===== src/rtl/var_bank_sched.sv =====
// var_bank_sched: two-requester round-robin scheduler in front of a small
// bank of mixed-shape variables. Each grant runs one access through
// IDLE -> ACCESS -> RESP and produces exactly one response pulse.
//
// state  | meaning
// -------+---------------------------------------------------------------
// IDLE   | waiting for a request; arbitration and capture of the winner
// ACCESS | gnt pulse to the winner; write commit / read sample at exit
// RESP   | rsp_valid pulse carrying read data or read-back
module var_bank_sched #(
  parameter int DW = 8
) (
  input  logic            clk,
  input  logic            reset_l,
  input  logic [1:0]      req,
  input  logic [1:0]      req_we,
  input  logic [5:0]      req_addr,
  input  logic [5:0]      req_idx,
  input  logic [2*DW-1:0] req_wdata,
  output logic [1:0]      gnt,
  output logic            rsp_valid,
  output logic            rsp_id,
  output logic [DW-1:0]   rsp_rdata,
  output logic            rsp_err,
  output logic            busy
);

  typedef enum logic [1:0] {IDLE, ACCESS, RESP} state_t;

  state_t         state_q, state_d;
  logic           rr_q, rr_d;
  logic           id_q, id_d;
  logic           we_q, we_d;
  logic [2:0]     addr_q, addr_d;
  logic [2:0]     idx_q, idx_d;
  logic [DW-1:0]  wdata_q, wdata_d;
  logic [DW-1:0]  rdata_q, rdata_d;
  logic           err_q, err_d;

  logic           onebit_q, onebit_d;
  logic           onereg_q, onereg_d;
  logic [1:0]     a_p1_q, a_p1_d;
  logic [1:0]     a_sp1_q, a_sp1_d;
  logic [5:0]     a_p21_q, a_p21_d;
  logic [2:0]     a_u2_q, a_u2_d;
  logic [3:0]     a_p1u1_q, a_p1u1_d;
  logic [5:0]     a_p0u12_q, a_p0u12_d;

  logic           winner;
  logic           idx_ok;
  logic [DW-1:0]  cur_val;
  logic [DW-1:0]  elem_mask;
  logic [DW-1:0]  new_val;
  logic [DW-1:0]  ext_val;
  logic [5:0]     sel6;

  // Element lookup: legality, current value and width mask of the captured target
  always_comb begin
    idx_ok    = 1'b0;
    cur_val   = '0;
    elem_mask = '0;
    sel6      = '0;
    case (addr_q)
      3'd0: begin
        idx_ok    = (idx_q == 3'd0);
        cur_val   = {7'b0, onebit_q};
        elem_mask = 8'h01;
      end
      3'd1: begin
        idx_ok    = (idx_q == 3'd0);
        cur_val   = {7'b0, onereg_q};
        elem_mask = 8'h01;
      end
      3'd2: begin
        idx_ok    = (idx_q == 3'd0);
        cur_val   = {6'b0, a_p1_q};
        elem_mask = 8'h03;
      end
      3'd3: begin
        idx_ok    = (idx_q == 3'd0);
        cur_val   = {6'b0, a_sp1_q};
        elem_mask = 8'h03;
      end
      3'd4: begin
        idx_ok    = (idx_q == 3'd0);
        cur_val   = {2'b0, a_p21_q};
        elem_mask = 8'h3F;
      end
      3'd5: begin
        idx_ok    = (idx_q <= 3'd2);
        sel6      = 6'(a_u2_q) >> idx_q;
        cur_val   = {7'b0, sel6[0]};
        elem_mask = 8'h01;
      end
      3'd6: begin
        idx_ok    = (idx_q <= 3'd1);
        sel6      = 6'(a_p1u1_q) >> {idx_q[1:0], 1'b0};
        cur_val   = {6'b0, sel6[1:0]};
        elem_mask = 8'h03;
      end
      default: begin
        idx_ok    = (idx_q <= 3'd5);
        sel6      = a_p0u12_q >> idx_q;
        cur_val   = {7'b0, sel6[0]};
        elem_mask = 8'h01;
      end
    endcase
  end

  // Response value: read-back of truncated write data or current value, then extension
  always_comb begin
    new_val = we_q ? (wdata_q & elem_mask) : cur_val;
    if (addr_q == 3'd3) ext_val = {{6{new_val[1]}}, new_val[1:0]};
    else                ext_val = new_val;
  end

  // Scheduler next state: arbitration, capture, response latch
  always_comb begin
    state_d = state_q;
    rr_d    = rr_q;
    id_d    = id_q;
    we_d    = we_q;
    addr_d  = addr_q;
    idx_d   = idx_q;
    wdata_d = wdata_q;
    rdata_d = rdata_q;
    err_d   = err_q;
    winner  = (req == 2'b11) ? rr_q : req[1];
    case (state_q)
      IDLE: begin
        if (|req) begin
          state_d = ACCESS;
          id_d    = winner;
          we_d    = winner ? req_we[1] : req_we[0];
          addr_d  = winner ? req_addr[5:3] : req_addr[2:0];
          idx_d   = winner ? req_idx[5:3] : req_idx[2:0];
          wdata_d = winner ? req_wdata[2*DW-1:DW] : req_wdata[DW-1:0];
          rr_d    = ~winner;
        end
      end
      ACCESS: begin
        state_d = RESP;
        err_d   = ~idx_ok;
        rdata_d = idx_ok ? ext_val : '0;
      end
      default: state_d = IDLE;
    endcase
  end

  // Bank write: commits only on a legal write leaving ACCESS
  always_comb begin
    onebit_d  = onebit_q;
    onereg_d  = onereg_q;
    a_p1_d    = a_p1_q;
    a_sp1_d   = a_sp1_q;
    a_p21_d   = a_p21_q;
    a_u2_d    = a_u2_q;
    a_p1u1_d  = a_p1u1_q;
    a_p0u12_d = a_p0u12_q;
    if (state_q == ACCESS && we_q && idx_ok) begin
      case (addr_q)
        3'd0: onebit_d = wdata_q[0];
        3'd1: onereg_d = wdata_q[0];
        3'd2: a_p1_d   = wdata_q[1:0];
        3'd3: a_sp1_d  = wdata_q[1:0];
        3'd4: a_p21_d  = wdata_q[5:0];
        3'd5: a_u2_d   = (a_u2_q & ~(3'b001 << idx_q[1:0])) |
                         (3'(wdata_q[0]) << idx_q[1:0]);
        3'd6: a_p1u1_d = (a_p1u1_q & ~(4'b0011 << {idx_q[0], 1'b0})) |
                         ({2'b0, wdata_q[1:0]} << {idx_q[0], 1'b0});
        default: a_p0u12_d = (a_p0u12_q & ~(6'b000001 << idx_q)) |
                             (6'(wdata_q[0]) << idx_q);
      endcase
    end
  end

  // State, capture and bank registers; reset aborts any transaction in flight
  always_ff @(posedge clk or negedge reset_l) begin
    if (!reset_l) begin
      state_q   <= IDLE;
      rr_q      <= 1'b0;
      id_q      <= 1'b0;
      we_q      <= 1'b0;
      addr_q    <= '0;
      idx_q     <= '0;
      wdata_q   <= '0;
      rdata_q   <= '0;
      err_q     <= 1'b0;
      onebit_q  <= 1'b0;
      onereg_q  <= 1'b0;
      a_p1_q    <= 2'b10;
      a_sp1_q   <= '0;
      a_p21_q   <= '0;
      a_u2_q    <= '0;
      a_p1u1_q  <= '0;
      a_p0u12_q <= '0;
    end else begin
      state_q   <= state_d;
      rr_q      <= rr_d;
      id_q      <= id_d;
      we_q      <= we_d;
      addr_q    <= addr_d;
      idx_q     <= idx_d;
      wdata_q   <= wdata_d;
      rdata_q   <= rdata_d;
      err_q     <= err_d;
      onebit_q  <= onebit_d;
      onereg_q  <= onereg_d;
      a_p1_q    <= a_p1_d;
      a_sp1_q   <= a_sp1_d;
      a_p21_q   <= a_p21_d;
      a_u2_q    <= a_u2_d;
      a_p1u1_q  <= a_p1u1_d;
      a_p0u12_q <= a_p0u12_d;
    end
  end

  // Outputs decoded from state so reset clears them at once
  always_comb begin
    gnt       = (state_q == ACCESS) ? (id_q ? 2'b10 : 2'b01) : 2'b00;
    rsp_valid = (state_q == RESP);
    rsp_id    = (state_q == RESP) ? id_q : 1'b0;
    rsp_err   = (state_q == RESP) ? err_q : 1'b0;
    rsp_rdata = (state_q == RESP) ? rdata_q : '0;
    busy      = (state_q != IDLE);
  end

endmodule


===== config.mk =====
export PLATFORM = sky130hd
export DESIGN_NAME = var_bank_sched
export DESIGN_NICKNAME = d
export VERILOG_FILES = /design/src/rtl/var_bank_sched.sv
export SDC_FILE = /design/constraint.sdc
export NUM_CORES = 1
export LEC_CHECK = 0
export CORE_ASPECT_RATIO = 1.1
export CORE_MARGIN = 1
export CORE_UTILIZATION = 56
export DETAILED_ROUTE_END_ITERATION = 12
export GPL_ROUTABILITY_DRIVEN = 0
export GPL_TIMING_DRIVEN = 0
export PLACE_DENSITY = 0.85
export SYNTH_ARGS = -nofsm -noshare
export SYNTH_HDL_FRONTEND = slang
export SYNTH_SLANG_ARGS = --single-unit

===== constraint.sdc =====
create_clock -name clk -period 3.3 [get_ports clk]
set_input_delay 0.33 -clock clk [delete_from_list [all_inputs] [get_ports clk]]
set_output_delay 0.33 -clock clk [all_outputs]
set_load 0.02 [all_outputs]

# Yosys cells after proc, flatten, opt, wreduce, memory -nomap -nowiden
# Index checks and enable logic that the tools add are counted.
totals:
  register_bits: 53
  output_inout_bits: 14
  in_bits: 34
op_classes:
  n_lt_le_gt_ge: 3
  muxes: 18
  reduce_logical: 19
  shift: 9
  bitwise_logic: 13
  n_eq_ne: 10
ops:
  columns: ["cell", "count"]
  rows:
  - ["$pmux W6 S7", 1]
  - ["$mux W8", 5]
  - ["$reduce_and A2 Y1", 9]
  - ["$pmux W6 S2", 1]
  - ["$eq A3 B3 Y1 const B", 3]
  - ["$and A8 B8 Y8", 1]
  - ["$reduce_or A7 Y1", 1]
  - ["$and A6 B6 Y6", 1]
  - ["$eq A3 B2 Y1 const B", 2]
  - ["$logic_not A3 Y1", 2]
  - ["$mux W2", 3]
  - ["$mux W3", 2]
  - ["$not A6 Y6", 1]
  - ["$or A6 B6 Y6", 1]
  - ["$shl A1 B3 Y6", 1]
  - ["$shl A1 B3 Y6 const A", 1]
  - ["$shr A6 B3 Y1", 1]
  - ["$reduce_or A5 Y1", 1]
  - ["$and A4 B4 Y4", 1]
  - ["$eq A2 B2 Y1 const B", 2]
  - ["$mux W1", 4]
  - ["$not A4 Y4", 1]
  - ["$or A4 B4 Y4", 1]
  - ["$pmux W2 S2", 1]
  - ["22 further kinds", 25]

# Longest topological paths before layout
depth:
  word_depth: 7
  mapped_depth: 6

# Least setup slack after synthesis
# OpenSTA, ideal clock, no wires.
synth_path:
  kind: "register to register"
  start: "register addr_q[0]"
  end: "register onereg_q"
  stages_incl_launch_ff: 7
  path_buffers: 1
  required_time_ps: 3175
  arrival_time_ps: 1631
  setup_ps: 125
  setup_slack_ps: 1544
  period_less_slack_ps: 1756
  path_cell_list: "dfrtp_1 > o21ba_1 > o21a_1 > o311a_1 > buf_6 > and4bb_1 > mux2_4"
synth_via:
  elab_chain_len: 5
  word_cells_on_any_way: 11
  classes_between: "6 x eq/ne; 1 x mux; 4 x reduce/logical"
synth_lines:
  columns: ["item", "line_no", "source"]
  rows:
  - ["start, declared", "34", "logic [2:0] addr_q, addr_d;"]
  - ["start signal, assigned", "202", "addr_q <= addr_d;"]
  - ["$eq A3 B2 Y1 (tied with other cells)", null, null]
  - ["$reduce_or A5 Y1 (no source line)", null, null]
  - ["$pmux W1 S3", "63", "case (addr_q)"]
  - ["$logic_and A1 B1 Y1", "160", "if (state_q == ACCESS && we_q && idx_ok) begin"]
  - ["$reduce_and A2 Y1 (no source line) (*)", null, null]
  - ["end signal, assigned", "208", "onereg_q <= onereg_d;"]
  - ["end, declared", "41", "logic onereg_q, onereg_d;"]
# Every way passes the cells marked *; elsewhere a longest branch is shown, timed or not.
# A chain may end at the register's enable or synchronous reset.

# Worst setup path after layout
layout_path:
  start: "register state_q[0]"
  end: "output port rsp_rdata[7]"
layout_via:
  elab_chain_len: 2
layout_lines:
  columns: ["item", "line_no", "source"]
  rows:
  - ["start, declared", "30", "state_t state_q, state_d;"]
  - ["start signal, assigned", "198", "state_q <= state_d;"]
  - ["$eq A2 B2 Y1", "224", "rsp_rdata = (state_q == RESP) ? rdata_q : '0;"]
  - ["$mux W8", "224", null]
  - ["end, declared", "23", "output logic [DW-1:0] rsp_rdata,"]
# Every way passes these cells.

==> run_results.csv <==
group,metric,value,unit
status,status,"finished clean",
sta,finalSetupTns,0,ps
sta,rsz0062_at_grt,"false",
clock_tree,post_cts_buffers,0,
setup_path,cp.required,2970,ps
floorplan,start_util,59.3,%
grt,gr-usage-all-layers,27.0,%
floorplan,die_y,73.1,microns
setup_path,crit_fanout,10,
clock_tree,cts_tree,"yes",
synth,synth_async_sr_flop_share,100,%
routing,drcViolationCount,0,
pwr,powerDensity,791,nW/um^2
pwr,leakagePower,1.47,nW
finish,layout_common_cells,"dfrtp_1 (49), clkdlybuf4s50_1 (42), mux2_2 (30)",
grt,antenna_found_initial,0,
sta,relSlewSlack,57.9,%
synth,ys_ff_latch,50,
sta,clock_skew,4.99,ps
sta,worst_pin_slew,626,ps
setup_path,arrival,1980,ps
synth,synth_nets,270,
place,io_buffers,43,
pwr,vdd_ir_drop_max,0.491,mV
floorplan,die_w,66.7,microns
job,timing.max_cap.violations,0,
routing,vias_per_cell,5.87,
routing,first_pass_iters,4,
synth,yosys_warnings,0,
finish,multi_input_area,1170,sq um
routing,drt_wl_total,5540,microns
setup_path,crit_chain,"nor2b_1 > clkbuf_1 > and2_1 > buf_4 > clkdlybuf4s50_1",
floorplan,dieArea,4880,sq um
finish,syn_to_final_growth,22.9,%
clock_tree,clk_latency,300,ps
routing,vias,2002,
routing,met1_length,2460,microns
sta,maxSlewViolCount,0,
sta,fmax,433,MHz
grt,grt_pass1_vias,2009,
clock_tree,htree_levels,2,
grt,grt_overflow,0,
routing,drtIter0Drc,138,
setup_path,endpoint_kind,"primary output",
grt,grt_start_max_net_pins,28,
clock_tree,cts_sinks,50,
synth,syn_avg_cell_area,10.9,sq um
finish,final_common_cell,"dfrtp_1",
synth,synth-edff-count,0,
sta,post-route-period-util,69.9,%
setup_path,cp_num_buf_inv,3,
clock_tree,cts_root_buf,"clkbuf_8",
clock_tree,clkSlewWorstSetupHoldPaths,80,ps
place,pre_cts_ws,1230,ps
floorplan,core,4350,sq um
routing,dr_wl_met3,243,microns
place,dpl.hpwl,4090,microns
synth,synth_top_family_by_area,"multiplexers",
synth,synth-xor-area-share,0,%
synth,synth_fa_ha_area_share,0,%
routing,wire_per_inst,16.2,microns
setup_path,crit_type,"flop to primary output",
synth,synth_compound_area_share,13.9,%
routing,wl_met2,2690,microns
setup_path,cp-start-kind,"flop",
clock_tree,cts_resized,0,
floorplan,pin_count,48,
synth,muxShareOfSynthArea,16.2,%
finish,drive_gt1_share,17.8,%
sta,setup_viol,0,
synth,synth_simple_gate_area_share,15.5,%
sta,fin_crit,2310,ps
synth,seq_area_frac_synth,48.6,%
setup_path,cpPeakStageDelay,580,ps
clock_tree,cts_inserted_buffers,5,
finish,n_fill_cell,307,
floorplan,row_count,25,
setup_path,cp_slowest_cell,"clkdlybuf4s50_1",
finish,final_nets,321,
synth,synth_area,2580,sq um
min_path,min_path_type,"input port to async pin",
clock_tree,clockBufferDepth,2,
grt,grt_pass1_wl,9700,microns
sta,setup_ws,993,ps
clock_tree,cts_hold_buf,0,
routing,top_layer_used,"met4",
synth,synth_cell_types,46,
setup_path,reg2reg_slack,1320,ps
synth,synth_ff_type,"dfrtp_1",
routing,final_antenna_net_count,0,
synth,netlist_instances,236,
finish,regArea,1250,sq um
finish,antenna_cells,0,
sta,hold_viol_final,0,
setup_path,cp_top_family,"buffers and inverters",
[power breakdown]
part           total (mW)  leakage, nW  internal [mW]  switching, mW
Combinational        1.16        0.778          0.529          0.630
Clock               0.334       0.0383          0.146          0.188
Sequential           1.01        0.659          0.829          0.181
Total                2.50         1.47           1.50          0.999
[synth_stat cells, types with 2 or more instances]
cell	instances	area (sq um)
o21ai_0	8	40.0
nor3_1	6	30.0
o311a_1	3	30.0
clkbuf_1	7	26.3
o21ai_1	4	20.0
and3b_1	2	17.5
buf_2	3	15.0
a222oi_1	13	130
and2_1	12	75.1
inv_1	18	67.6
a21oi_1	5	25.0
nand4_1	3	18.8
nand2b_1	3	18.8
nor2b_1	5	31.3
a21o_1	4	30.0
mux2i_1	3	30.0
dfrtp_1	49	1230
buf_4	3	22.5
nor4_1	3	18.8
nor2_1	10	37.5
mux2_2	30	338
nand3b_1	2	15.0
nand3_1	3	15.0
nand2_1	14	52.6
a211oi_1	2	15.0
[cell families (layout without fill, tap and decap cells)]
logic type	after synthesis	after routing
AOI/OAI and AO/OA	46	46
and+or+nand+nor	70	70
muxes	36	36
DFF	50	50
buffers and inverters	34	85
[final timing paths]
path | cells past startpoint | start | to
setup / recovery | 5 | state_q[0]$_DFFE_PN0P_ | rsp_rdata[7]
hold / removal | 1 | reset_l | wdata_q[3]$_DFFE_PN0P_
setup reg to reg | 5 | idx_q[0]$_DFFE_PN0P_ | rdata_q[0]$_DFFE_PN0N_
hold reg to reg | 2 | err_q$_DFFE_PN0N_ | err_q$_DFFE_PN0N_
max in group asynchronous | 2 | reset_l | a_p1_q[1]$_DFFE_PN1P_
min in group clk | 2 | err_q$_DFFE_PN0N_ | err_q$_DFFE_PN0N_
[stage by stage]
step / hold WS, ps / area [sq um] / util, % / power [mW] / instances
after detailed placement: 349 / 3090 / 71.1 / 2.16 / 334
final: 2.63 / 3170 / 72.8 / 2.50 / 341
after floorplan: 34.4 / 2580 / - / 1.80 / 236
after global placement: 456 / 3070 / 70.7 / 2.13 / 333
after global routing: 45.8 / 3170 / 72.8 / 2.69 / 341
after CTS: 21.3 / 3170 / 72.8 / 2.51 / 341
[layer usage]
metal	vias up	global-route usage [%]
met2	58	42.3
met5	-	0
met1	961	36.8
li1	969	-
met3	14	5.31
met4	0	11.1
[layout make-up]
cell class | count | area share, %
Timing Repair Buffer | 44 | 14.1
Multi-Input combinational cell | 152 | 37.1
Clock buffer | 7 | 2.41
Inverter | 19 | 2.25
Buffer | 15 | 2.49
Sequential cell | 50 | 39.6
Tap cell | 54 | 2.13
[registers in the layout, indices dropped and copies added, names as in the netlist, 2 cells and up, named ones only]
signal and flops:
state_q 2, wdata_q 6, addr_q 3, a_p21_q 6, idx_q 3, a_sp1_q 2
a_u2_q 3, a_p1_q 2, a_p0u12_q 6, rdata_q 7
(Power assumes the default switching activity.)
